## src/rtl/mem_ctrl.sv

```systemverilog
// rtl/mem_ctrl.sv - byte-serial memory controller and fixed-priority arbiter
//
// Shares the byte-wide RAM/IO port between the instruction fetcher (32-bit reads),
// the load/store buffer (1/2/4-byte loads, optional sign extension) and ROB store
// commit (1/2/4-byte stores). Each requester has a one-deep pending slot; in IDLE
// the store slot wins over the load slot, which wins over the fetch slot.
// Assembled data is designed for DATA_WIDTH = 32 (four byte lanes).
//
// Ports:
//   clk, rst, rdy            clock, sync active-high reset, global enable
//   in_rob_misbranch         flush of fetch/load work (stores unaffected)
//   in_fetcher_*/out_fetcher_*  fetch request pulse + address / done pulse + word
//   in_lsb_*/out_lsb_*       load request (size, signed, address) / done pulse + data
//   in_rob_*/out_rob_ce      store request (size, address, data) / done pulse
//   mem_din, io_buffer_full  RAM/IO read byte, IO write back-pressure
//   mem_dout, mem_a, mem_wr  write byte, byte address, write strobe
module mem_ctrl #(
    parameter int         DATA_WIDTH = 32,
    parameter logic [1:0] IO_SEL     = 2'b11
) (
    input  logic                  clk,
    input  logic                  rst,
    input  logic                  rdy,
    input  logic                  in_rob_misbranch,
    input  logic                  in_fetcher_ce,
    input  logic [DATA_WIDTH-1:0] in_fetcher_addr,
    output logic                  out_fetcher_ce,
    output logic [DATA_WIDTH-1:0] out_fetcher_data,
    input  logic                  in_lsb_ce,
    input  logic [5:0]            in_lsb_size,
    input  logic                  in_lsb_signed,
    input  logic [DATA_WIDTH-1:0] in_lsb_addr,
    output logic                  out_lsb_ce,
    output logic [DATA_WIDTH-1:0] out_lsb_data,
    input  logic                  in_rob_ce,
    input  logic [5:0]            in_rob_size,
    input  logic [DATA_WIDTH-1:0] in_rob_addr,
    input  logic [DATA_WIDTH-1:0] in_rob_data,
    output logic                  out_rob_ce,
    input  logic [7:0]            mem_din,
    input  logic                  io_buffer_full,
    output logic [7:0]            mem_dout,
    output logic [DATA_WIDTH-1:0] mem_a,
    output logic                  mem_wr
);

    localparam int NB = DATA_WIDTH / 8;

    typedef enum logic [1:0] {S_IDLE, S_READ, S_WRITE} state_t;

    state_t r_state, w_state_next;

    // Pending slots
    logic                  r_f_pend, r_l_pend, r_s_pend;
    logic [DATA_WIDTH-1:0] r_f_addr, r_l_addr, r_s_addr, r_s_data;
    logic [5:0]            r_l_size, r_s_size;
    logic                  r_l_signed;

    // Active transaction
    logic [DATA_WIDTH-1:0] r_addr, r_mem_a, r_prev_a;
    logic [NB-1:0][7:0]    r_data, r_buf;
    logic [2:0]            r_n, r_cnt;
    logic                  r_is_fetch, r_signed;
    logic [7:0]            r_mem_dout;

    // A pulse in the current cycle overrides its slot, so it can be granted at once
    logic                  w_f_valid, w_l_valid, w_s_valid;
    logic [DATA_WIDTH-1:0] w_f_addr, w_l_addr, w_s_addr, w_s_data;
    logic [5:0]            w_l_size, w_s_size;
    logic                  w_l_signed;
    logic                  w_grant_f, w_grant_l, w_grant_s;
    logic                  w_stall, w_read_last, w_write_last;
    logic [1:0]            w_byte_idx, w_next_idx;
    logic [NB-1:0][7:0]    w_word;
    logic [DATA_WIDTH-1:0] w_ext;

    function automatic logic [2:0] size_to_n(input logic [5:0] s);
        case (s)
            6'd1:    return 3'd1;
            6'd2:    return 3'd2;
            default: return 3'd4;
        endcase
    endfunction

    assign w_f_valid  = !in_rob_misbranch && (in_fetcher_ce || r_f_pend);
    assign w_l_valid  = !in_rob_misbranch && (in_lsb_ce || r_l_pend);
    assign w_s_valid  = in_rob_ce || r_s_pend;
    assign w_f_addr   = in_fetcher_ce ? in_fetcher_addr : r_f_addr;
    assign w_l_addr   = in_lsb_ce ? in_lsb_addr : r_l_addr;
    assign w_l_size   = in_lsb_ce ? in_lsb_size : r_l_size;
    assign w_l_signed = in_lsb_ce ? in_lsb_signed : r_l_signed;
    assign w_s_addr   = in_rob_ce ? in_rob_addr : r_s_addr;
    assign w_s_size   = in_rob_ce ? in_rob_size : r_s_size;
    assign w_s_data   = in_rob_ce ? in_rob_data : r_s_data;

    assign w_grant_s = (r_state == S_IDLE) && w_s_valid;
    assign w_grant_l = (r_state == S_IDLE) && !w_s_valid && w_l_valid;
    assign w_grant_f = (r_state == S_IDLE) && !w_s_valid && !w_l_valid && w_f_valid;

    assign w_stall      = (r_addr[17:16] == IO_SEL) && io_buffer_full;
    assign w_read_last  = (r_cnt == r_n);
    assign w_write_last = (r_cnt == r_n - 3'd1);
    // In READ, the byte arriving on mem_din belongs to the address issued last cycle
    assign w_byte_idx   = r_cnt[1:0] - 2'd1;
    assign w_next_idx   = r_cnt[1:0] + 2'd1;

    // A held write strobe during rdy low would repeat the write (harmful for IO)
    assign mem_wr   = (r_state == S_WRITE) && rdy && !w_stall;
    assign mem_dout = r_mem_dout;
    // While stalled, keep re-reading the last address actually issued so that
    // mem_din still carries the expected byte in the first cycle after rdy returns.
    assign mem_a    = rdy ? r_mem_a : r_prev_a;

    always_comb begin
        w_word             = r_buf;
        w_word[w_byte_idx] = mem_din;
    end

    always_comb begin
        w_ext = w_word;
        case (r_n)
            3'd1:    w_ext = {{24{r_signed & w_word[0][7]}}, w_word[0]};
            3'd2:    w_ext = {{16{r_signed & w_word[1][7]}}, w_word[1], w_word[0]};
            default: w_ext = w_word;
        endcase
    end

    always_comb begin
        w_state_next = r_state;
        case (r_state)
            S_IDLE: begin
                if (w_grant_s)                   w_state_next = S_WRITE;
                else if (w_grant_l || w_grant_f) w_state_next = S_READ;
            end
            S_READ:  if (in_rob_misbranch || w_read_last) w_state_next = S_IDLE;
            S_WRITE: if (!w_stall && w_write_last)        w_state_next = S_IDLE;
            default: w_state_next = S_IDLE;
        endcase
    end

    always_ff @(posedge clk) begin
        if (rst) begin
            r_state          <= S_IDLE;
            r_f_pend         <= 1'b0;
            r_l_pend         <= 1'b0;
            r_s_pend         <= 1'b0;
            r_f_addr         <= '0;
            r_l_addr         <= '0;
            r_s_addr         <= '0;
            r_s_data         <= '0;
            r_l_size         <= '0;
            r_s_size         <= '0;
            r_l_signed       <= 1'b0;
            r_addr           <= '0;
            r_mem_a          <= '0;
            r_prev_a         <= '0;
            r_data           <= '0;
            r_buf            <= '0;
            r_n              <= '0;
            r_cnt            <= '0;
            r_is_fetch       <= 1'b0;
            r_signed         <= 1'b0;
            r_mem_dout       <= '0;
            out_fetcher_ce   <= 1'b0;
            out_fetcher_data <= '0;
            out_lsb_ce       <= 1'b0;
            out_lsb_data     <= '0;
            out_rob_ce       <= 1'b0;
        end else if (rdy) begin
            r_state        <= w_state_next;
            r_prev_a       <= r_mem_a;
            out_fetcher_ce <= 1'b0;
            out_lsb_ce     <= 1'b0;
            out_rob_ce     <= 1'b0;

            if (in_rob_misbranch || w_grant_f) r_f_pend <= 1'b0;
            else if (in_fetcher_ce) begin
                r_f_pend <= 1'b1;
                r_f_addr <= in_fetcher_addr;
            end
            if (in_rob_misbranch || w_grant_l) r_l_pend <= 1'b0;
            else if (in_lsb_ce) begin
                r_l_pend   <= 1'b1;
                r_l_addr   <= in_lsb_addr;
                r_l_size   <= in_lsb_size;
                r_l_signed <= in_lsb_signed;
            end
            if (w_grant_s) r_s_pend <= 1'b0;
            else if (in_rob_ce) begin
                r_s_pend <= 1'b1;
                r_s_addr <= in_rob_addr;
                r_s_size <= in_rob_size;
                r_s_data <= in_rob_data;
            end

            case (r_state)
                S_IDLE: begin
                    r_cnt <= 3'd0;
                    if (w_grant_s) begin
                        r_addr     <= w_s_addr;
                        r_n        <= size_to_n(w_s_size);
                        r_data     <= w_s_data;
                        r_mem_a    <= w_s_addr;
                        r_mem_dout <= w_s_data[7:0];
                    end else if (w_grant_l) begin
                        r_addr     <= w_l_addr;
                        r_n        <= size_to_n(w_l_size);
                        r_signed   <= w_l_signed;
                        r_is_fetch <= 1'b0;
                        r_mem_a    <= w_l_addr;
                    end else if (w_grant_f) begin
                        r_addr     <= w_f_addr;
                        r_n        <= 3'd4;
                        r_signed   <= 1'b0;
                        r_is_fetch <= 1'b1;
                        r_mem_a    <= w_f_addr;
                    end
                end
                S_READ: begin
                    if (!in_rob_misbranch) begin
                        if (r_cnt != 3'd0) r_buf[w_byte_idx] <= mem_din;
                        if (w_read_last) begin
                            if (r_is_fetch) begin
                                out_fetcher_ce   <= 1'b1;
                                out_fetcher_data <= w_word;
                            end else begin
                                out_lsb_ce   <= 1'b1;
                                out_lsb_data <= w_ext;
                            end
                        end else begin
                            r_cnt <= r_cnt + 3'd1;
                            if (r_cnt + 3'd1 < r_n)
                                r_mem_a <= r_addr + DATA_WIDTH'(r_cnt + 3'd1);
                        end
                    end
                end
                S_WRITE: begin
                    if (!w_stall) begin
                        if (w_write_last) out_rob_ce <= 1'b1;
                        else begin
                            r_cnt      <= r_cnt + 3'd1;
                            r_mem_a    <= r_addr + DATA_WIDTH'(r_cnt + 3'd1);
                            r_mem_dout <= r_data[w_next_idx];
                        end
                    end
                end
                default: ;
            endcase
        end
    end

endmodule

```

## config.mk

```make
export PLATFORM = sky130hd
export DESIGN_NAME = mem_ctrl
export DESIGN_NICKNAME = d
export VERILOG_FILES = /design/src/rtl/mem_ctrl.sv
export SDC_FILE = /design/constraint.sdc
export NUM_CORES = 1
export LEC_CHECK = 0
export BUFFER_PORTS_ARGS = -buffer_cell sky130_fd_sc_hd__buf_4
export CAP_MARGIN = 20
export CORE_ASPECT_RATIO = 1.75
export CORE_MARGIN = 4
export CORE_UTILIZATION = 37
export DETAILED_ROUTE_END_ITERATION = 7
export PLACE_DENSITY = 0.57
export SLEW_MARGIN = 5
export SYNTH_ARGS = -nofsm -noshare
export SYNTH_HDL_FRONTEND = slang
export SYNTH_SLANG_ARGS = --single-unit
```

## constraint.sdc

```tcl
create_clock -name clk -period 2.8 [get_ports clk]
set_input_delay 0.14 -clock clk [delete_from_list [all_inputs] [get_ports clk]]
set_output_delay 0.14 -clock clk [all_outputs]
set_load 0.05 [all_outputs]
```

* Word-level counts from Yosys, hierarchy flattened
Index checks and enable logic that the tools add are counted. W data, S select, Z words.
Word-level totals: flip-flop bits (word level) 389, logic and storage cells 181, input port bits 157, output and inout port bits 108
Operators by class: eq/ne operators 21, add/subtract/negate cells 6, bitwise operators 7, magnitude comparators 4, mux-type cells 63, reduce and logical (&&, ||, !) cells 48
Operators by type and width (number):
- $mux W32 | 13
- $pmux W32 S3 | 1
- $pmux W32 S2 | 1
- $mux W8 | 5
- $add A32 B4 Y32 | 1
- $bwmux W32 | 1
- $mux W1 | 22
- $mux W3 | 7
- $bmux W8 S2 | 1
- $demux W8 S2 | 1
- $pmux W8 S2 | 1
- $reduce_and A5 Y1 | 3
- $ne A2 B2 Y1 const B | 7
- $eq A6 B1 Y1 const B | 2
- $eq A6 B2 Y1 const B | 2
- $logic_and A1 B1 Y1 | 12
- $mux W6 | 2
- $pmux W3 S2 | 2
- $reduce_and A2 Y1 | 6
- $reduce_and A4 Y1 | 3
- $reduce_bool A2 Y1 | 5
- $pmux W3 S3 | 1
- $reduce_bool A3 Y1 | 3
- $mux W2 | 4
- 25 further kinds | 43

* Logic depth before layout (Yosys ltp)
word-level depth 9, gate-level depth with buffers 12, depth with buffers taken out 10

* Worst setup path before layout
Ideal clock, no wire load.
path type flip-flop to flip-flop, start point reg r_cnt[0], end point reg r_mem_a[22], period minus slack after synthesis 3.055 ns, data required time 2.683 ns, path buffers 2, data arrival time 2.938 ns, path slack -0.255 ns, stages on the path, launching flop included 13, library setup time 0.117 ns, cell sequence dfxtp_1 clkbuf_1 inv_1 ha_1 inv_1 fa_1 a21oi_1 or2_2 clkbuf_1 or4_4 xor2_1 mux2i_1 a22o_1
Between the ends: longest elaborated chain between the ends 6, elaborated cells on any way between the ends 16, those cells by class 3 x add/sub; 1 x order compare; 5 x eq/ne; 6 x mux; 1 x reduce/logical
Ends and longest elaborated chain:
- start, declared | line 62 | logic [2:0] r_n, r_cnt;
- start signal, assigned | line 231 | r_cnt <= r_cnt + 3'd1;
- start signal, assigned | line 241 | r_cnt <= r_cnt + 3'd1;
- $add A3 B1 Y4 | line 233, 242
- $add A32 B4 Y32 | line 233, 242
- $mux W32 | line 232 | if (r_cnt + 3'd1 < r_n)
- $mux W32 | line 222 | if (w_read_last) begin
- $mux W32 | line 220 | if (!in_rob_misbranch) begin
- $pmux W32 S3 | line 196 | case (r_state)
- end signal, assigned | line 203 | r_mem_a <= w_s_addr;
- end signal, assigned | line 233 | r_mem_a <= r_addr + DATA_WIDTH'(r_cnt + 3'd1);
- end signal, assigned | line 242 | r_mem_a <= r_addr + DATA_WIDTH'(r_cnt + 3'd1);
- end, declared | line 60 | logic [DATA_WIDTH-1:0] r_addr, r_mem_a, r_prev_a;
Several ways; a longest one is shown, not always the timed one. The select of a mux whose other input is x is not followed. A chain may end at the register's enable or synchronous reset.

* Final worst setup path
start point reg r_state[1], end point reg r_mem_a[4]
Between the ends: longest elaborated chain between the ends 6, elaborated cells on any way between the ends 19, those cells by class 8 x eq/ne; 3 x mux; 8 x reduce/logical
Ends and longest elaborated chain:
- start, declared | line 51 | state_t r_state, w_state_next;
- start signal, assigned | line 170 | r_state <= w_state_next;
- $logic_not A2 Y1
- $logic_and A1 B1 Y1 | line 97, 98
- $logic_and A1 B1 Y1 (on tied branches) | line 98, 97
- $logic_and A1 B1 Y1 / $mux W32 (equally long branches) | line 98, 205
- $ne A4 B4 Y1 (no line) / $mux W32 (equally long branches)
- $reduce_and A8 Y1 (no line) / $pmux W32 S3 (equally long branches)
- end signal, assigned | line 203
- end signal, assigned | line 210 | r_mem_a <= w_l_addr;
- end signal, assigned | line 216 | r_mem_a <= w_f_addr;
Several ways; a longest one is shown, not always the timed one.

==> metrics <==
share of cells above drive strength 1 19.26%; die area about 52000 sq um; worst hold path depth 3; RR Startpoint r_state[1]; min-delay worst type in2reg; NumNets Final roughly 2.5k; H-Tree Depth 2; Final Instance Count excl. Fillers between 2k and 3k; Die Ht 297.7 microns; Via density 5.359; Slew Viols, Final 0; Mapped Cells between 2k and 2.5k; Placed Cells 2797; RSZ-0062 raised after global routing false; Post-synth EDFFs 0; Setup TNS Final 0 ns; Critical Path Start Type flip-flop; most frequent cells in the layout dfxtp_1 (388), buf_4 (313), nor2_1 (275), nand2_1 (260), a211oi_1 (202); initial antenna violation count 1; routed length on met3 between 2000 and 3000 microns; asr flop ratio synth 0%; Core ar. about 47000 sq um; clock latency on the worst-skew pair 0.54 ns; Buffers on Ports between 200 and 300; # DRC 0; first-pass GRT wire length 92230 microns; leading cell type in the layout, fill and taps excluded dfxtp_1; Synth cell types 65; largest net degree at the start of global routing slightly above 100; outcome finished, final reports clean; vias in the first global route around 16k; Mapped Area around 18000 sq um; Synthesis Warnings 0; RD Place Congestion 0.8917; Max Cap Violations 0; reg-to-reg critical path endpoint r_mem_a[4]; I/O pin count about 270; post-layout min period between 2 and 3 ns; wl on met1 22390 microns; Pre-Repair DR Iteration Count 5; Slew HR roughly 34%; final hold violation count 0; crit path kind reg2reg; Detail Route Antenna Nets 0; worst hold endpoint r_l_addr[16]; maximum VDD drop about 440 uV; worst-path fanout max 8; R2R depth 9; FMAX approximately 380 MHz; GRT overflow 0; Worst-Margin Slew 0.9841 ns; Lkg Pwr 0.008983 uW; clk_skew 0.009846 ns; TritonCTS buffer count 40; WL final about 60000 microns; Initial Util between 30 and 40%; WL per Instance ~20 microns; Initial DRC Count between 1k and 1.5k; CP Data Required Time 3.23 ns; hpwl dp roughly 44000 microns; met2 WL a little over 30000 microns; period utilization 95.09%; clk sink count 389; Seq cells post-synth ~390; Syn Area/Cell about 8.6 sq um; Top Layer Used met4; CTS tree done; Worst Path Arrival 3.09 ns; Seq/Total Area, Yosys 43.87%; hold path startpoint in_lsb_addr[16]; R2R Setup Slk approximately 0.14 ns; Syn Nets 2236; Final Setup Violations 0; GR Util All Layers between 20 and 25%; CP endpoint kind flip-flop; chip width around 170 microns; CTS root buf clkbuf_16; Synth Flop Type dfxtp_1; vias about 16k; clock slew at reported path FFs about 0.06 ns; Power Density about 620 nW/um^2; row count around 110; area grow syn2layout 28.70%; CTS Buffer Depth 3
==> layer usage <==
metal	track usage (%)	vias up
li1	-	7880
met1	24.05	7491
met2	40.69	470
met3	3.209	146
met4	14.61	0
met5	0	-
==> cells by family (layout without fill, tap and decap cells) <==
group	count (synthesis)	in the layout	synth area share, %
AND/OR/NAND/NOR	769	769	19.15
AO/OA/AOI/OAI	433	433	16.33
flip-flops	389	389	43.87
multiplexers	219	219	13.21
buffers and inverters	198	532	4.356
XOR/XNOR	33	33	1.706
adder cells (fa/ha/maj)	19	19	1.382
other	0	1	0
==> what timing repair did <==
item                       4_1_cts  5_1_grt
buffers inserted                 0        1
gates resized for setup          0        3
hold buffers                   113        0
setup endpoints to repair        0        5
hold endpoints to repair       131        0
==> registers in the layout (all words and copies together), names as in the netlist, 2 cells and up <==
register          cells
out_lsb_data         32
r_f_addr             32
r_cnt                 3
r_data               32
r_state               2
out_fetcher_data     32
r_s_size              6
r_l_addr             32
mem_dout              8
r_n                   3
r_prev_a             32
r_l_size              6
r_s_data             32
r_addr               32
r_mem_a              32
r_s_addr             32
r_buf                32
==> synth_stat cells (13+ instances only) <==
cell type    n  area [sq um]
buf_2       21         105.1
nor3_1      23         115.1
a22o_1      21         183.9
nor2b_1     38         237.7
clkbuf_1   130         488.0
nor2_1     277          1040
buf_1       22         82.58
nand3_1     90         450.4
mux2_2      42         473.0
mux2i_1    169          1692
xnor2_1     13         113.9
nand2_1    261         979.7
inv_1       24         90.09
ha_1        18         225.2
nand4_1     18         112.6
a211oi_1   202          1516
dfxtp_1    389          7787
a21oi_1    139         695.7
o21ai_0     19         95.09
xor2_1      19         166.4
==> worst max path at each step <==
stage / start / end / slack [ns] / depth (start not counted)
6_report: r_state[1] / r_mem_a[4] / 0.14 / 9
5_1_grt: r_cnt[0] / r_mem_a[16] / 0.007 / 13
4_1_cts: r_cnt[0] / r_mem_a[24] / 0.01 / 9
3_5_place_dp: r_cnt[0] / r_mem_a[24] / 0.04 / 9
3_3_place_gp: r_cnt[0] / r_mem_a[6] / 0.08 / 9
2_1_floorplan: r_cnt[0] / r_mem_a[22] / 0.01 / 12
==> metrics by stage <==
step | power (uW) | utilization (%) | hold WS, ns | instance area [sq um] | setup WS, ns
6_report | 14170 | 48.44 | 0.01601 | 22840 | 0.1375
5_1_grt | 14770 | 48.44 | 0.01569 | 22840 | 0.006525
4_1_cts | 14300 | 48.30 | 0.0005415 | 22780 | 0.01410
3_5_place_dp | 8937 | 43.28 | 0.4059 | 20410 | 0.03722
3_3_place_gp | 8901 | 43.28 | 0.3992 | 20410 | 0.07938
2_1_floorplan | 7860 | - | 0.2760 | 17750 | 0.01315
==> power breakdown <==
part | switching [uW] | internal (uW) | leakage [uW] | total [uW]
combinational | 1700 | 1120 | 0.00521 | 2820
sequential | 272 | 5880 | 0.00317 | 6150
clock | 2240 | 2960 | 0.000606 | 5200
==> area by class of cell <==
type	count	area (sq um)
diodes	1	2.502
clock buffers	57	1116
clock inverters	12	120.1
fillers	4541	24320
inverters	24	90.09
multi-input cells	1473	9253
flip-flops and latches	389	7789
well taps	588	735.7
repair buffers	439	3739
==> worst max-delay path, stage by stage, from the launching register on <==
cell	delay [ns]
dfxtp_1	0.34
inv_1	0.09
ha_2	0.28
or3b_1	0.44
nor2_2	0.21
buf_4	0.20
nand2_1	0.12
a311oi_1	0.53
a21oi_1	0.11
a22o_1	0.22
No activity file was read; power rests on OpenSTA's default activity.
